### config.mk
export PLATFORM = sky130hd
export DESIGN_NAME = mole_display_driver
export DESIGN_NICKNAME = d
export VERILOG_FILES = /design/src/rtl/disp_pkg.sv /design/src/rtl/seven_seg_encoder.sv /design/src/rtl/mole_display_driver.sv
export SDC_FILE = /design/constraint.sdc
export NUM_CORES = 1
export LEC_CHECK = 0
export BUFFER_PORTS_ARGS = -buffer_cell sky130_fd_sc_hd__buf_2
export CAP_MARGIN = 20
export CORE_ASPECT_RATIO = 1.25
export CORE_MARGIN = 5
export CORE_UTILIZATION = 40
export DETAILED_ROUTE_END_ITERATION = 10
export PLACE_DENSITY = 0.55
export SYNTH_ARGS = -nofsm -noshare
export SYNTH_HDL_FRONTEND = slang
export SYNTH_HIERARCHICAL = 1
export SYNTH_SLANG_ARGS = --single-unit
### constraint.sdc
create_clock -name clk -period 3.8 [get_ports clk]
set_input_delay 0 -clock clk [delete_from_list [all_inputs] [get_ports clk]]
set_output_delay 0 -clock clk [all_outputs]
set_load 0.05 [all_outputs]
### src/rtl/disp_pkg.sv
`default_nettype none
// +------------------------------------------------------------------+
// | disp_pkg: state codes, glyph patterns and glyph select for the   |
// | whack-a-mole display driver.                  Revision: 1.0      |
// +------------------------------------------------------------------+
package disp_pkg;

  localparam logic [2:0] ST_IDLE     = 3'b000;
  localparam logic [2:0] ST_GAMEPLAY = 3'b001;
  localparam logic [2:0] ST_END      = 3'b010;

  // Active-low {g,f,e,d,c,b,a}
  localparam logic [6:0] SEG_0     = 7'b1000000;
  localparam logic [6:0] SEG_1     = 7'b1111001;
  localparam logic [6:0] SEG_2     = 7'b0100100;
  localparam logic [6:0] SEG_3     = 7'b0110000;
  localparam logic [6:0] SEG_4     = 7'b0011001;
  localparam logic [6:0] SEG_5     = 7'b0010010;
  localparam logic [6:0] SEG_6     = 7'b0000010;
  localparam logic [6:0] SEG_7     = 7'b1111000;
  localparam logic [6:0] SEG_8     = 7'b0000000;
  localparam logic [6:0] SEG_9     = 7'b0010000;
  localparam logic [6:0] SEG_DASH  = 7'b0111111;
  localparam logic [6:0] SEG_E     = 7'b0000110;
  localparam logic [6:0] SEG_BLANK = 7'b1111111;

  typedef enum logic [3:0] {
    GLYPH_0, GLYPH_1, GLYPH_2, GLYPH_3, GLYPH_4,
    GLYPH_5, GLYPH_6, GLYPH_7, GLYPH_8, GLYPH_9,
    GLYPH_DASH, GLYPH_E, GLYPH_BLANK
  } glyph_e;

  // Decimal digit glyph; values above 9 show a dash.
  function automatic glyph_e digit_glyph(input logic [3:0] value);
    return (value <= 4'd9) ? glyph_e'(value) : GLYPH_DASH;
  endfunction

endpackage
`default_nettype wire

### src/rtl/seven_seg_encoder.sv
`default_nettype none
// +------------------------------------------------------------------+
// | seven_seg_encoder: glyph select to active-low segment pattern.   |
// |                                               Revision: 1.0      |
// +------------------------------------------------------------------+
module seven_seg_encoder
  import disp_pkg::*;
(
  input  logic [3:0] glyph,
  output logic [6:0] seg
);

  always_comb begin
    seg = SEG_BLANK;
    case (glyph)
      GLYPH_0:    seg = SEG_0;
      GLYPH_1:    seg = SEG_1;
      GLYPH_2:    seg = SEG_2;
      GLYPH_3:    seg = SEG_3;
      GLYPH_4:    seg = SEG_4;
      GLYPH_5:    seg = SEG_5;
      GLYPH_6:    seg = SEG_6;
      GLYPH_7:    seg = SEG_7;
      GLYPH_8:    seg = SEG_8;
      GLYPH_9:    seg = SEG_9;
      GLYPH_DASH: seg = SEG_DASH;
      GLYPH_E:    seg = SEG_E;
      default:    seg = SEG_BLANK;
    endcase
  end

endmodule
`default_nettype wire

### src/rtl/mole_display_driver.sv
`default_nettype none
// +------------------------------------------------------------------+
// | mole_display_driver: 4-digit muxed 7-seg, mole and game-over LED |
// | back-end. Optional event flash: DISP_EVENT_FLASH_EN. Rev: 1.0    |
// +------------------------------------------------------------------+
module mole_display_driver
  import disp_pkg::*;
#(
  parameter int REFRESH_DIV  = 100_000,
  parameter int BLINK_DIV    = 50_000_000,
  parameter int FLASH_CYCLES = 25_000_000
) (
  input  logic       clk,
  input  logic       reset,
  input  logic [2:0] state_in,
  input  logic [3:0] score_in,
  input  logic [3:0] lives_in,
  input  logic       mole_in,
  output logic [6:0] seg,
  output logic [3:0] an,
  output logic       dp,
  output logic       mole_led,
  output logic       game_over_led
);

  localparam int REFRESH_W = (REFRESH_DIV > 1) ? $clog2(REFRESH_DIV) : 1;
  localparam int BLINK_W   = (BLINK_DIV > 1) ? $clog2(BLINK_DIV) : 1;

  logic [2:0]           state_q;
  logic [3:0]           score_q;
  logic [3:0]           lives_q;
  logic                 mole_q;
  logic [REFRESH_W-1:0] refresh_cnt;
  logic [1:0]           digit_idx;
  logic [BLINK_W-1:0]   blink_cnt;
  logic                 blink_phase;
  logic                 in_end;
  logic                 visible;
  logic                 score_tens;
  logic [3:0]           score_ones;
  glyph_e               glyph;
  logic [6:0]           seg_glyph;
  logic                 mole_next;

  always_ff @(posedge clk or posedge reset) begin
    if (reset) begin
      state_q <= ST_IDLE;
      score_q <= 4'd0;
      lives_q <= 4'd3;
      mole_q  <= 1'b0;
    end else begin
      state_q <= state_in;
      score_q <= score_in;
      lives_q <= lives_in;
      mole_q  <= mole_in;
    end
  end

  // Digit scan runs freely; game state changes never disturb it.
  always_ff @(posedge clk or posedge reset) begin
    if (reset) begin
      refresh_cnt <= '0;
      digit_idx   <= 2'd0;
    end else if (refresh_cnt == REFRESH_W'(REFRESH_DIV - 1)) begin
      refresh_cnt <= '0;
      digit_idx   <= digit_idx + 2'd1;
    end else begin
      refresh_cnt <= refresh_cnt + REFRESH_W'(1);
    end
  end

  assign in_end = (state_q == ST_END);

  // Outside END_SCREEN the blink is held cleared and visible, so both
  // entering and leaving restart it from the visible phase.
  always_ff @(posedge clk or posedge reset) begin
    if (reset) begin
      blink_cnt   <= '0;
      blink_phase <= 1'b1;
    end else if (!in_end) begin
      blink_cnt   <= '0;
      blink_phase <= 1'b1;
    end else if (blink_cnt == BLINK_W'(BLINK_DIV - 1)) begin
      blink_cnt   <= '0;
      blink_phase <= ~blink_phase;
    end else begin
      blink_cnt <= blink_cnt + BLINK_W'(1);
    end
  end

  assign visible    = !(in_end && !blink_phase);
  assign score_tens = (score_q >= 4'd10);
  assign score_ones = score_q - (score_tens ? 4'd10 : 4'd0);

  always_comb begin
    glyph = GLYPH_BLANK;
    if (state_q == ST_IDLE) begin
      glyph = GLYPH_DASH;
    end else if (state_q == ST_GAMEPLAY || in_end) begin
      case (digit_idx)
        2'd0:    glyph = digit_glyph(score_ones);
        2'd1:    glyph = score_tens ? GLYPH_1 : GLYPH_BLANK;
        2'd2:    glyph = GLYPH_BLANK;
        default: glyph = in_end ? GLYPH_E : digit_glyph(lives_q);
      endcase
    end
  end

  seven_seg_encoder u_encoder (
    .glyph (glyph),
    .seg   (seg_glyph)
  );

  always_comb begin
    mole_next = 1'b0;
    if (state_q == ST_GAMEPLAY) mole_next = mole_q;
    else if (in_end)            mole_next = blink_phase;
  end

  always_ff @(posedge clk or posedge reset) begin
    if (reset) begin
      seg           <= SEG_BLANK;
      an            <= 4'hF;
      mole_led      <= 1'b0;
      game_over_led <= 1'b0;
    end else begin
      seg           <= visible ? seg_glyph : SEG_BLANK;
      an            <= visible ? ~(4'b0001 << digit_idx) : 4'hF;
      mole_led      <= mole_next;
      game_over_led <= in_end;
    end
  end

`ifdef DISP_EVENT_FLASH_EN
  localparam int FLASH_W = $clog2(FLASH_CYCLES + 1);

  logic [2:0]         state_prev;
  logic [3:0]         score_prev;
  logic [3:0]         lives_prev;
  logic [FLASH_W-1:0] flash_timer;
  logic [FLASH_W-1:0] flash_next;
  logic               flash_event;

  always_ff @(posedge clk or posedge reset) begin
    if (reset) begin
      state_prev <= ST_IDLE;
      score_prev <= 4'd0;
      lives_prev <= 4'd3;
    end else begin
      state_prev <= state_q;
      score_prev <= score_q;
      lives_prev <= lives_q;
    end
  end

  assign flash_event = (state_prev == ST_GAMEPLAY) &&
                       ((score_q > score_prev) || (lives_q < lives_prev));

  always_comb begin
    flash_next = flash_timer;
    if (flash_event)              flash_next = FLASH_W'(FLASH_CYCLES);
    else if (flash_timer != '0)   flash_next = flash_timer - FLASH_W'(1);
  end

  // dp tracks the timer's next value so it lights on the load cycle.
  always_ff @(posedge clk or posedge reset) begin
    if (reset) begin
      flash_timer <= '0;
      dp          <= 1'b1;
    end else begin
      flash_timer <= flash_next;
      dp          <= !(visible && (flash_next != '0));
    end
  end
`else
  assign dp = 1'b1;
`endif

endmodule
`default_nettype wire

Word-level counts from Yosys, hierarchy flattened
Memories as Yosys holds them, arrays and structs flattened.
Index checks and enable logic that the tools add are counted.
- add/subtract/negate cells: 4
- order comparisons: 3
- equality and inequality tests: 7
- shift operators: 1
- mux-type cells: 17
- bitwise gates (word level): 2
- reductions and logical operators: 5
- operator list (cell ; number):
    $mux 26 ; 2
    $mux 4 ; 8
    $add 26x1->26 const B ; 1
    $eq 26x26->1 const B ; 1
    $add 17x1->17 const B ; 1
    $eq 17x17->1 const B ; 1
    $mux 17 ; 1
    $pmux 4 s3 ; 1
    $le 4x4->1 const B ; 2
    $mux 7 ; 1
    $ge 4x4->1 const B ; 1
    $mux 1 ; 4
    $not 4->4 ; 1
    $shl 1x2->4 const A ; 1
    $sub 4x4->4 ; 1
    $eq 3x1->1 const B ; 1
    $eq 3x2->1 const B ; 1
    $logic_not 3->1 ; 1
    $add 2x1->2 const B ; 1
    $eq 2x1->1 const B ; 1
    $eq 2x2->1 const B ; 1
    $logic_not 2->1 ; 1
    $ne 2x1->1 const B ; 1
    $logic_and 1x1->1 ; 1
    3 further kinds ; 3
- register bits after elaboration: 71
- ROM bits: 112
- input port bits: 14
- output and inout port bits: 14
- memories kept: 1
- memories (name ; depth ; bits a word ; rd ports ; clocked after Yosys merged registers in ; wr ports ; line ; RTL):
    (no name shown) ; 16 ; 7 ; 1 ; 0 ; 0 ; seven_seg_encoder.sv:15 ; case (glyph)

Depth between registers and ports, before layout
An unclocked memory read counts as a cell.
- depth in word-level cells: 10
- depth in mapped cells: 13
- mapped depth without buffers: 13

By module
Netlist, hierarchy kept.
- by module, submodules not included (module ; instances ; cells each ; area an instance (um2)):
    mole_display_driver ; 1 ; 310 ; 3310.7
    seven_seg_encoder ; 1 ; 32 ; 212.7

Worst setup path before layout
OpenSTA, ideal clock, no wires.
- kind: register to register
- from: register score_q[2]
- to: register seg[0]
- arrival: 2.685 ns
- data required time: 3.712 ns
- slack: 1.028 ns
- cell stages (with the launch flop): 14
- path buffers: 0
- path through: dfrtp_1 -> o21ai_0 -> inv_1 -> ha_1 -> ha_1 -> xnor2_1 -> o211ai_1 -> a211oi_1 -> inv_1 -> ha_1 -> or2b_1 -> a21oi_2 -> nor2_1 -> nand2b_1
- longest elaborated chain between the ends: 10
- elaborated cells on any way between the ends: 11
- those cells by class: 1 x add/sub; 2 x order compare; 7 x mux; 1 x memory
- ends and longest elaborated chain (what ; line ; RTL):
    from (decl) ; mole_display_driver.sv:30 ; logic [3:0] score_q;
    from (signal assigned) ; mole_display_driver.sv:53 ; score_q <= score_in;
    $ge 4x4->1 ; mole_display_driver.sv:92 ; assign score_tens = (score_q >= 4'd10);
    $mux 4 ; mole_display_driver.sv:93 ; assign score_ones = score_q - (score_tens ? 4'd10 : 4'd0);
    $sub 4x4->4 ; mole_display_driver.sv:93 ;
    $le 4x4->1 ; disp_pkg.sv:35 ; return (value <= 4'd9) ? glyph_e'(value) : GLYPH_DASH;
    $mux 4 ; disp_pkg.sv:35 ;
    $pmux 4 s3 * ; mole_display_driver.sv:100 ; case (digit_idx)
    $mux 4 * ; mole_display_driver.sv:99 ; end else if (state_q == ST_GAMEPLAY || in_end) begin
    $mux 4 * ; mole_display_driver.sv:97 ; if (state_q == ST_IDLE) begin
    named net glyph[0] ; mole_display_driver.sv:41 ; glyph_e glyph;
    $mem_v2 16x7 * ; -- ;
    named net seg_glyph[0] ; mole_display_driver.sv:42 ; logic [6:0] seg_glyph;
    $mux 7 * ; mole_display_driver.sv:127 ; seg <= visible ? seg_glyph : SEG_BLANK;
    to (signal assigned) ; mole_display_driver.sv:127 ;
    to (decl) ; mole_display_driver.sv:19 ; output logic [6:0] seg,
The timed path passes the listed nets; every way through them passes the cells marked *.
A chain may end at the register's enable or synchronous reset.

Worst setup path after layout
- from: register score_q[1]
- to: register seg[0]
Same word-level chain as after synthesis.

==> metrics.md <==
| Metric | Value |
|---|---|
| Status | finished clean |
| Ys flop type | dfrtp_1 |
| Hold_buf cts | 13 |
| Layout cell share with drive strength beyond 1 | 18.97% |
| Met2 WL | 3.554 mm |
| H-tree Lvls | 3 |
| Sw power | 0.0004062 W |
| Layout fillers | 833 |
| Critical path type | reg2reg |
| Compound-cell area share of the yosys netlist | 10.30% |
| Mapped Avg Cell Area | 10.30 um^2 |
| Max-Cap Viols | 0 |
| Nets | 414 |
| Largest family of logic cells by synthesized area | simple AND/OR/NAND/NOR gates |
| Core Area | 8653 um^2 |
| Yosys warns | 6 |
| HP Class | in2async |
| DRT antenna net count | 0 |
| IO Count | 28 |
| WP data required | 4.07 ns |
| Setup crit start | score_q[1] |
| Max Clock Skew | 0.01906 ns |
| Synth Area in XOR/XNOR | 6.960% |
| Cell area after synthesis | 3523 um^2 |
| Synth Area in Simple Gates | 22.69% |
| Num CTS Buffers | 9 |
| Layout Cells excl Fill | 510 |
| Vias | 2619 |
| Clk sinks | 71 |
| P_leak | 1.715 nW |
| Vias in the first global route | 2741 |
| Synth area leader | dfrtp_1 |
| Congestion Overflow GR | 0 |
| Seq cells post-synth | 71 |
| Clock root buffer | clkbuf_8 |
| Clk pwr share | 38.7% |
| Multiplexer area fraction after synthesis | 0.6037% |
| Post-synth EDFFs | 0 |
| Worst EP arrival | 3.37 ns |
| Post-CTS Setup Inserts | 0 |
| Netlist cell types | 53 |
| Slew headroom | 44.30% |
| Synth Instances | 342 |
| Final period util | 81.54% |
| FF-to-FF setup slack | 0.70 ns |
| Wire length on met1 | 3.089 mm |
| Initial Utilization | 40.72% |
| Die ar. | 10800 um^2 |
| DR top layer | met4 |
| Startpoint types | register |
| Clock Path Buffers | 2 |
| Largest net degree at the start of global routing | 49 |
| Worst-Margin Slew | 0.8306 ns |
| Reg2reg start | score_q[1] |
| Register clock-pin slew on the reported worst setup and hold paths | 0.08 ns |
| Ant. Diodes | 0 |
| First-pass GRT wire length | 12.72 mm |
| Critical path peak fanout | 4 |
| Final count of hold timing violations | 0 |
| P&R area growth vs syn | 16.80% |
| Slew Limit Fails | 0 |
| Pwr Density | 374.3 nW/um^2 |
| Async SR Flop Fraction | 100.0% |
| WL final | 7.094 mm |
| GP Congestion | 0.8338 |
| Critical Path Sink Type | register |
| Placed Instances | 480 |
| Synth Area in Adders | 5.327% |
| RSZ-0062 raised after global routing | false |
| Synth area leaders | dfrtp_1 (40%), dfstp_2 (10%), ha_1 (5.3%) |
| WL met3 | 253 um |
| Total Routing Usage GR | 14.73% |
| Die Y | 114.9 um |
| Port Buf Inserts | 26 |
| Worst-Skew Late Latency | 0.36 ns |
| Area fraction of the dominant cell type after synthesis | 40.48% |
| Syn_nets | 371 |
| Core Rows | 38 |
| Hpwl dp | 4.769 mm |
| Chip Width | 93.95 um |
| Drt drc | 0 |
| WL/cell | 13.91 um |
| Sw frac | 26.37% |
| Endpoints failing setup | 0 |
| Pint | 0.001134 W |
| CTS tree | done |
| Register area share after synthesis | 50.92% |
| TritonRoute pass-1 iters | 4 |
| Logic pwr share | 10.0% |
| Final TNS setup | 0 ns |
| Synth top cells by count | dfrtp_1 (57), nor2_1 (32), a21oi_1 (21), nand2_1 (19), nand3_1 (17) |
| Most common cell in the netlist | dfrtp_1 |
| Number of vias per cell | 5.135 |
| 1st-iter DRT viols | 65 |
| Fin crit period | 3.099 ns |
| PostCTS Resize Cnt | 0 |
| Flop pwr share | 51.3% |
| Peak Freq | 322.7 MHz |
| Antenna violations before repair | 0 |
| Fin util | 47.56% |
| Peak VDD IR | 0.0001543 V |
## flip-flops by register name (all words and copies together) (netlist names)
register,count
blink_cnt,26
refresh_cnt,17
seg,7
an,4
lives_q,4
score_q,4
state_q,3
digit_idx,2
blink_phase,1
game_over_led,1
mole_led,1
mole_q,1
## logic make-up after synthesis
| family | count (synthesis) |
|---|---|
| AND/OR/NAND/NOR | 143 |
| buffers and inverters | 25 |
| flip-flops | 71 |
| multiplexers | 2 |
| other | 1 |
| AO/OA/AOI/OAI | 57 |
| adder cells (fa/ha/maj) | 15 |
| XOR/XNOR | 28 |
## layout by cell type, fill, tap and decap left out, types with 8 or more instances in the layout
| master | synthesis | final |
|---|---|---|
| nand4_1 | 12 | 12 |
| o31ai_1 | 11 | 10 |
| ha_1 | 15 | 15 |
| nand3_1 | 17 | 17 |
| or4_1 | 11 | 11 |
| dlygate4sd3_1 | 0 | 13 |
| dfrtp_1 | 57 | 57 |
| xor2_1 | 12 | 12 |
| clkbuf_8 | 0 | 9 |
| dfstp_2 | 14 | 14 |
| inv_1 | 14 | 13 |
| xnor2_1 | 16 | 16 |
| nand2b_1 | 10 | 10 |
| nor2_1 | 32 | 32 |
| buf_2 | 2 | 26 |
| a21oi_1 | 21 | 21 |
| o21ai_0 | 8 | 8 |
| nand2_1 | 19 | 19 |
## worst paths after layout
check                      depth (start not counted)             end
max in group asynchronous                          4     blink_phase
min reg2reg                                        1  refresh_cnt[0]
max reg2reg                                       13          seg[0]
min                                                3   blink_cnt[11]
max                                               13          seg[0]
min in group clk                                   2      lives_q[0]
## metal layers
layer  up-vias  track usage, %
li1       1300               -
met1      1262           18.00
met2        41           24.49
met3        16           3.076
met4         0           7.611
met5         -               0
## stage by stage
step | setup WS (ns) | hold slack (ns) | power, W | area, um^2
6_report | 0.7014 | 0.1774 | 0.001540 | 4115
5_1_grt | 0.4158 | 0.2062 | 0.001614 | 4115
4_1_cts | 0.6917 | 0.2707 | 0.001556 | 4095
3_5_place_dp | 0.7077 | 0.1093 | 0.0009476 | 3775
3_3_place_gp | 0.8431 | 0.1055 | 0.0009470 | 3775
2_1_floorplan | 1.028 | 0.004478 | 0.0009138 | 3523
## layout make-up
cell class / instances / area, um^2 / area share, %
Clock buffer: 10 / 127.6 / 3.101
Timing Repair Buffer: 43 / 302.8 / 7.358
Inverter: 14 / 52.55 / 1.277
Tap cell: 120 / 150.1 / 3.649
Multi-Input combinational cell: 246 / 1625 / 39.50
Sequential cell: 71 / 1794 / 43.60
Clock inverter: 6 / 62.56 / 1.520
## critical path: stages (launching register included)
cell and delay (ns):
dfrtp_1 0.40, o21ai_0 0.23, inv_1 0.09, ha_1 0.19, ha_1 0.19, xnor2_1 0.32
o211ai_1 0.15, a211oi_1 0.43, inv_1 0.19, ha_1 0.26, or2b_1 0.25, a21oi_2 0.15
nor2_1 0.06, nand2b_1 0.13
## power groups by stage
stage / combinational [W] / sequential, W / clock, W
after floorplan: 0.0000657 / 0.000848 / 0
after global routing: 0.000171 / 0.000792 / 0.000651
after detailed placement: 0.000143 / 0.000805 / 0
after global placement: 0.000142 / 0.000805 / 0
after CTS: 0.000153 / 0.000790 / 0.000613
final: 0.000154 / 0.000790 / 0.000597
Power figures use the tool's default switching activity.
